==> src/rtl/store_align_pkg.sv <==
// store_align_pkg: store size encodings and byte-enable patterns shared by the store path
package store_align_pkg;
  typedef enum logic [1:0] {SZ_BYTE = 2'b00, SZ_HALF = 2'b01, SZ_WORD = 2'b10, SZ_ILL = 2'b11} size_e;
  localparam logic [3:0] BE_BYTE    = 4'b0001;
  localparam logic [3:0] BE_HALF_LO = 4'b0011;
  localparam logic [3:0] BE_HALF_HI = 4'b1100;
  localparam logic [3:0] BE_WORD    = 4'b1111;
endpackage

==> src/rtl/store_align_if.sv <==
// store_align_if: store request in, formatted memory write out
interface store_align_if #(parameter int DATA_WIDTH = 32, parameter int ADDR_WIDTH = 32);
  logic                  in_valid;
  logic                  in_ready;
  logic [ADDR_WIDTH-1:0] addr;
  logic [DATA_WIDTH-1:0] write_data;
  logic [1:0]            size;
  logic                  out_valid;
  logic                  out_ready;
  logic [ADDR_WIDTH-1:0] mem_addr;
  logic [DATA_WIDTH-1:0] mem_wdata;
  logic [3:0]            byte_en;
  logic                  misalign;
  modport master (output in_valid, addr, write_data, size, out_ready,
                  input  in_ready, out_valid, mem_addr, mem_wdata, byte_en, misalign);
  modport slave  (input  in_valid, addr, write_data, size, out_ready,
                  output in_ready, out_valid, mem_addr, mem_wdata, byte_en, misalign);
endinterface

==> src/rtl/store_align_fifo.sv <==
// store_fifo: DEPTH-entry synchronous fifo, storage unreset, pointers wrap modulo DEPTH
module store_fifo #(
  parameter int W     = 68,
  parameter int DEPTH = 2
) (
  input  logic         clk,
  input  logic         rst_n,
  input  logic         push,
  input  logic         pop,
  input  logic [W-1:0] din,
  output logic [W-1:0] dout,
  output logic         full,
  output logic         empty
);
  localparam int AW = $clog2(DEPTH);
  localparam int CW = AW + 1;
  logic [W-1:0]  mem [DEPTH];
  logic [AW-1:0] wp, rp;
  logic [CW-1:0] cnt;
  always_ff @(posedge clk or negedge rst_n) begin
    if (!rst_n) begin
      wp  <= '0;
      rp  <= '0;
      cnt <= '0;
    end else begin
      if (push) wp <= wp + 1'b1;
      if (pop) rp <= rp + 1'b1;
      cnt <= cnt + CW'(push) - CW'(pop);
    end
  end
  always_ff @(posedge clk) begin
    if (push) mem[wp] <= din;
  end
  assign dout  = mem[rp];
  assign full  = cnt == CW'(DEPTH);
  assign empty = cnt == '0;
endmodule

==> src/rtl/store_align.sv <==
// store_align: formats store data into byte lanes and buffers aligned writes toward data memory
module store_align import store_align_pkg::*; #(
  parameter int DATA_WIDTH = 32,
  parameter int ADDR_WIDTH = 32,
  parameter int DEPTH      = 2
) (
  input logic          clk,
  input logic          rst_n,
  store_align_if.slave bus
);
  localparam int W = ADDR_WIDTH + DATA_WIDTH + 4;
  logic [DATA_WIDTH-1:0] fdata;
  logic [3:0]            fbe;
  logic                  mis, accept, push, pop, full, empty, misalign_q;
  logic [W-1:0]          din, dout;
  always_comb begin
    fdata = bus.size == SZ_BYTE ? {(DATA_WIDTH/8){bus.write_data[7:0]}} :
            bus.size == SZ_HALF ? {(DATA_WIDTH/16){bus.write_data[15:0]}} : bus.write_data;
    fbe   = bus.size == SZ_BYTE ? BE_BYTE << bus.addr[1:0] :
            bus.size == SZ_HALF ? (bus.addr[1] ? BE_HALF_HI : BE_HALF_LO) : BE_WORD;
    mis   = bus.size == SZ_ILL || (bus.size == SZ_HALF && bus.addr[0]) ||
            (bus.size == SZ_WORD && bus.addr[1:0] != 2'b00);
  end
  assign accept = bus.in_valid && bus.in_ready;
  assign push   = accept && !mis;
  assign pop    = bus.out_valid && bus.out_ready;
  assign din    = {bus.addr[ADDR_WIDTH-1:2], 2'b00, fdata, fbe};
  store_fifo #(.W(W), .DEPTH(DEPTH)) u_fifo (
    .clk   (clk),
    .rst_n (rst_n),
    .push  (push),
    .pop   (pop),
    .din   (din),
    .dout  (dout),
    .full  (full),
    .empty (empty)
  );
  always_ff @(posedge clk or negedge rst_n) begin
    if (!rst_n) misalign_q <= 1'b0;
    else misalign_q <= accept && mis;
  end
  assign {bus.mem_addr, bus.mem_wdata, bus.byte_en} = dout;
  assign bus.in_ready  = !full;
  assign bus.out_valid = !empty;
  assign bus.misalign  = misalign_q;
endmodule

==> src/flat_wrapper.sv <==
// flat-port wrapper written by rule: the top's interface ports become plain ports
module store_align_flat import store_align_pkg::*;
#(
  parameter int DATA_WIDTH = 32,
  parameter int ADDR_WIDTH = 32,
  parameter int DEPTH      = 2
)
  (clk, rst_n, bus_in_valid, bus_addr, bus_write_data, bus_size, bus_out_ready, bus_in_ready, bus_out_valid, bus_mem_addr, bus_mem_wdata, bus_byte_en, bus_misalign);
  store_align_if #(.DATA_WIDTH(DATA_WIDTH), .ADDR_WIDTH(ADDR_WIDTH)) bus_i ();
  input logic clk;
  input logic rst_n;
  input wire logic [$bits(bus_i.in_valid)-1:0] bus_in_valid;
  input wire logic [$bits(bus_i.addr)-1:0] bus_addr;
  input wire logic [$bits(bus_i.write_data)-1:0] bus_write_data;
  input wire logic [$bits(bus_i.size)-1:0] bus_size;
  input wire logic [$bits(bus_i.out_ready)-1:0] bus_out_ready;
  output wire logic [$bits(bus_i.in_ready)-1:0] bus_in_ready;
  output wire logic [$bits(bus_i.out_valid)-1:0] bus_out_valid;
  output wire logic [$bits(bus_i.mem_addr)-1:0] bus_mem_addr;
  output wire logic [$bits(bus_i.mem_wdata)-1:0] bus_mem_wdata;
  output wire logic [$bits(bus_i.byte_en)-1:0] bus_byte_en;
  output wire logic [$bits(bus_i.misalign)-1:0] bus_misalign;
  assign bus_i.in_valid = bus_in_valid;
  assign bus_i.addr = bus_addr;
  assign bus_i.write_data = bus_write_data;
  assign bus_i.size = bus_size;
  assign bus_i.out_ready = bus_out_ready;
  assign bus_in_ready = bus_i.in_ready;
  assign bus_out_valid = bus_i.out_valid;
  assign bus_mem_addr = bus_i.mem_addr;
  assign bus_mem_wdata = bus_i.mem_wdata;
  assign bus_byte_en = bus_i.byte_en;
  assign bus_misalign = bus_i.misalign;
  store_align #(.DATA_WIDTH(DATA_WIDTH), .ADDR_WIDTH(ADDR_WIDTH), .DEPTH(DEPTH)) u_core (.clk(clk), .rst_n(rst_n), .bus(bus_i));
endmodule
==> config.mk <==
export PLATFORM = sky130hd
export DESIGN_NAME = store_align_flat
export DESIGN_NICKNAME = d
export VERILOG_FILES = /design/src/rtl/store_align_pkg.sv /design/src/rtl/store_align_if.sv /design/src/rtl/store_align_fifo.sv /design/src/rtl/store_align.sv /design/src/flat_wrapper.sv
export SDC_FILE = /design/constraint.sdc
export NUM_CORES = 1
export LEC_CHECK = 0
export BUFFER_PORTS_ARGS = -buffer_cell sky130_fd_sc_hd__clkbuf_2
export CAP_MARGIN = 0
export CORE_MARGIN = 5
export CORE_UTILIZATION = 53
export DETAILED_ROUTE_END_ITERATION = 8
export GPL_TIMING_DRIVEN = 0
export PLACE_DENSITY = 0.8
export SLEW_MARGIN = 20
export SYNTH_ARGS = -nofsm -noshare
export SYNTH_HDL_FRONTEND = slang
export SYNTH_SLANG_ARGS = --single-unit
export TNS_END_PERCENT = 50
==> constraint.sdc <==
create_clock -name clk -period 10.8 [get_ports clk]
set_input_delay 2.16 -clock clk [delete_from_list [all_inputs] [get_ports clk]]
set_output_delay 2.16 -clock clk [all_outputs]
set_load 0.01 [all_outputs]
==> impl_metrics.json <==
{
  "clock_latency_ns": 0.51,
  "powerDensity_mw_per_mm2": 246,
  "hold_viol": 0,
  "ant_nets": 0,
  "start_util_pct": 53.4,
  "crit_fanout": 10,
  "synth_top_cell_area_share_pct": 72.9,
  "final_util_pct": 69.7,
  "placed_area_mm2": 0.00648,
  "report.final.slew_viol_count": 0,
  "viasPerCell": 5.13,
  "synth_cells": 283,
  "synth_edf_count": 132,
  "die_w_um": 111,
  "outcome": "finished, final reports clean",
  "drc": 0,
  "worstMarginPinSlew_ns": 0.540,
  "hpwl_mm": 7.70,
  "busiest_layer": "met2",
  "leakage_nw": 2.76,
  "hold_path.class": "reg2reg",
  "required_ns": 8.64,
  "drive_gt1_share_pct": 59.6,
  "via_count": 3050,
  "area_growth_pct": 30.6,
  "core_area_mm2": 0.0102,
  "max_freq_mhz": 252,
  "async_flop_share_pct": 3.65,
  "grtUsageMet1_pct": 23.4,
  "ios": 141,
  "track_usage_pct": 18.8,
  "critPathKind": "reg2out",
  "max-cap-violations": 0,
  "setup_viol": 0,
  "cts_sinks": 137,
  "htreeDepth": 4,
  "post-route-min-period_ns": 3.97,
  "cts_tree": "built",
  "syn-mean-instance-area_um2": 19.2,
  "met3_usage_pct": 6.93,
  "post-cts-setup-buffers": 0,
  "post_cts_resized": 0,
  "synth.cell_area_mm2": 0.00544,
  "hold_buffers": 0,
  "synth_top_area_cell": "edfxtp_1",
  "r2r_slack_ns": 8.85,
  "grt_use_met2_pct": 31.2,
  "nets": 519,
  "grt_pass1_vias": 3317,
  "peakVddDrop_mv": 0.152,
  "synthFlopType": "edfxtp_1",
  "arrival_ns": 1.81,
  "die_area_mm2": 0.0124,
  "fin_tns_setup_ns": 0,
  "synth.distinct_cells": 24,
  "grt_overflow": 0,
  "synth-seq-area-share_pct": 75.2,
  "fp-row-count": 37,
  "drt_iter0_drc": 143,
  "fin_crit_sh_pct": 36.8,
  "start_kind": "flip-flop",
  "antennaDiodeCount": 0,
  "routed_wl_mm": 11.2,
  "path_clk_slew_ns": 0.06,
  "finalWorstSetupSlack_ns": 6.83,
  "max-slew-margin-rel_pct": 63.9,
  "place.port_buffers": 138,
  "grt_max_degree": 22,
  "antenna_found_initial": 0,
  "place_ws_ns": 6.73,
  "ctsRootBufferMaster": "clkbuf_8",
  "chipHeight_um": 111,
  "ys.warnings.count": 0,
  "wl_per_cell_um": 18.8,
  "fin_area_mm2": 0.00710,
  "ys_ff_latch": 137,
  "endpoint_kind": "output port",
  "cts_made_buffers": 17,
  "grt_first_pass_wirelength_mm": 17.5,
  "gp_congestion": 0.733,
  "firstDrtPassIters": 5,
  "cts_buffer_depth": 2,
  "synth.top_cells.by_area": "edfxtp_1 73%, mux2_2 17%, dfrtp_1 2.3%",
  "skew_ns": 0.00693,
  "rsz0062_at_grt": "false"
}
==> per-stage QoR <==
stage / hold slack (ns) / std cells / power, mW
2_1_floorplan: 0.460 / 284 / 0.974
3_3_place_gp: 0.480 / 558 / 1.13
3_5_place_dp: 0.518 / 564 / 1.16
4_1_cts: 0.529 / 594 / 1.76
5_1_grt: 0.541 / 594 / 1.83
6_report: 0.526 / 594 / 1.75
==> worst max-delay path: stages, from the launching register on <==
cell,delay (ns)
dfrtp_1,0.37
buf_4,0.25
buf_6,0.19
mux2_2,0.36
clkbuf_2,0.13
==> synth_stat cells, types with 2 or more instances <==
| library cell | number |
|---|---|
| dfrtp_1 | 5 |
| buf_2 | 6 |
| ha_1 | 2 |
| mux2i_1 | 8 |
| buf_6 | 3 |
| inv_1 | 3 |
| nand2b_1 | 2 |
| buf_4 | 4 |
| xnor2_1 | 3 |
| nand2_1 | 9 |
| edfxtp_1 | 132 |
| mux2_2 | 82 |
| a21o_1 | 2 |
| o21bai_1 | 2 |
| nor2_1 | 3 |
| nor3_1 | 2 |
| o21ai_0 | 8 |
==> logic make-up (layout without fill, tap and decap cells) <==
| family | count (synthesis) | count (layout) | share of synthesized area [%] |
|---|---|---|---|
| fa+ha+maj | 2 | 2 | 0.460 |
| buf+inv | 16 | 190 | 1.93 |
| mux | 90 | 90 | 18.5 |
| other cells | 1 | 2 | 0.0690 |
| xor+xnor | 4 | 4 | 0.645 |
| flops | 137 | 137 | 75.2 |
| simple gates | 19 | 19 | 1.59 |
| compound gates | 14 | 14 | 1.61 |
==> path summary, 6_finish.rpt <==
check | start | to | cells past startpoint
worst min register to register | u_core.u_fifo.cnt[1] | u_core.u_fifo.cnt[1] | 1
worst max-delay path | u_core.u_fifo.rp | bus_mem_wdata[27] | 4
worst min-delay path | u_core.u_fifo.cnt[1] | u_core.u_fifo.cnt[1] | 1
max in group asynchronous | rst_n | u_core.u_fifo.rp | 1
min in group asynchronous | rst_n | u_core.bus.misalign | 1
worst max register to register | u_core.u_fifo.cnt[1] | u_core.u_fifo.mem[0][42] | 5
==> power by group <==
part           internal, mW  total (mW)  switching (mW)  leakage (nW)
clock                 0.394       0.600           0.205         0.301
sequential            0.660       0.680          0.0194          1.26
combinational         0.227       0.466           0.240          1.19
==> layer usage <==
metal	wire (um)	vias to the layer above
met5	0	-
met4	93	0
met3	785	12
met2	5710	117
met1	4590	1487
li1	-	1434
==> layout by cell type, fill, tap and decap left out <==
master,Yosys,layout
inv_6,0,1
nor2_1,3,1
clkinv_2,0,3
mux2i_1,8,8
mux2_2,82,82
o211ai_2,1,1
buf_4,4,4
buf_16,0,6
a21o_1,2,2
nand2b_1,2,2
clkbuf_2,0,138
nor2_2,1,1
bufinv_16,0,5
clkinv_1,0,1
clkinvlp_4,0,1
o21ai_0,8,8
clkbuf_16,0,16
edfxtp_1,132,132
conb_1,1,2
buf_2,6,6
xor2_1,1,1
clkbuf_8,0,1
and2_1,1,1
or2_2,1,1
clkinv_4,0,2
ha_1,2,2
buf_6,3,3
a21oi_1,1,1
xnor2_1,3,3
nor2_4,0,2
dfrtp_1,5,5
nand2_1,9,9
inv_1,3,3
nor3_1,2,2
o21bai_1,2,2
==> registers in the layout (all words and copies together), names as in the netlist <==
signal / count
u_core.u_fifo.rp: 1
u_core.bus.misalign: 1
u_core.u_fifo.wp: 1
u_core.u_fifo.cnt: 2
u_core.u_fifo.mem: 132
==> layout make-up <==
| type | count | area (um2) |
|---|---|---|
| well taps | 136 | 170 |
| inverters | 3 | 11.3 |
| clock buffers | 17 | 414 |
| plain buffers | 13 | 93.8 |
| flip-flops and latches | 137 | 4090 |
| fillers | 706 | 3090 |
| clock inverters | 13 | 203 |
| multi-input cells | 131 | 1260 |
| repair buffers | 144 | 856 |
No activity file was read; power rests on OpenSTA's default activity.
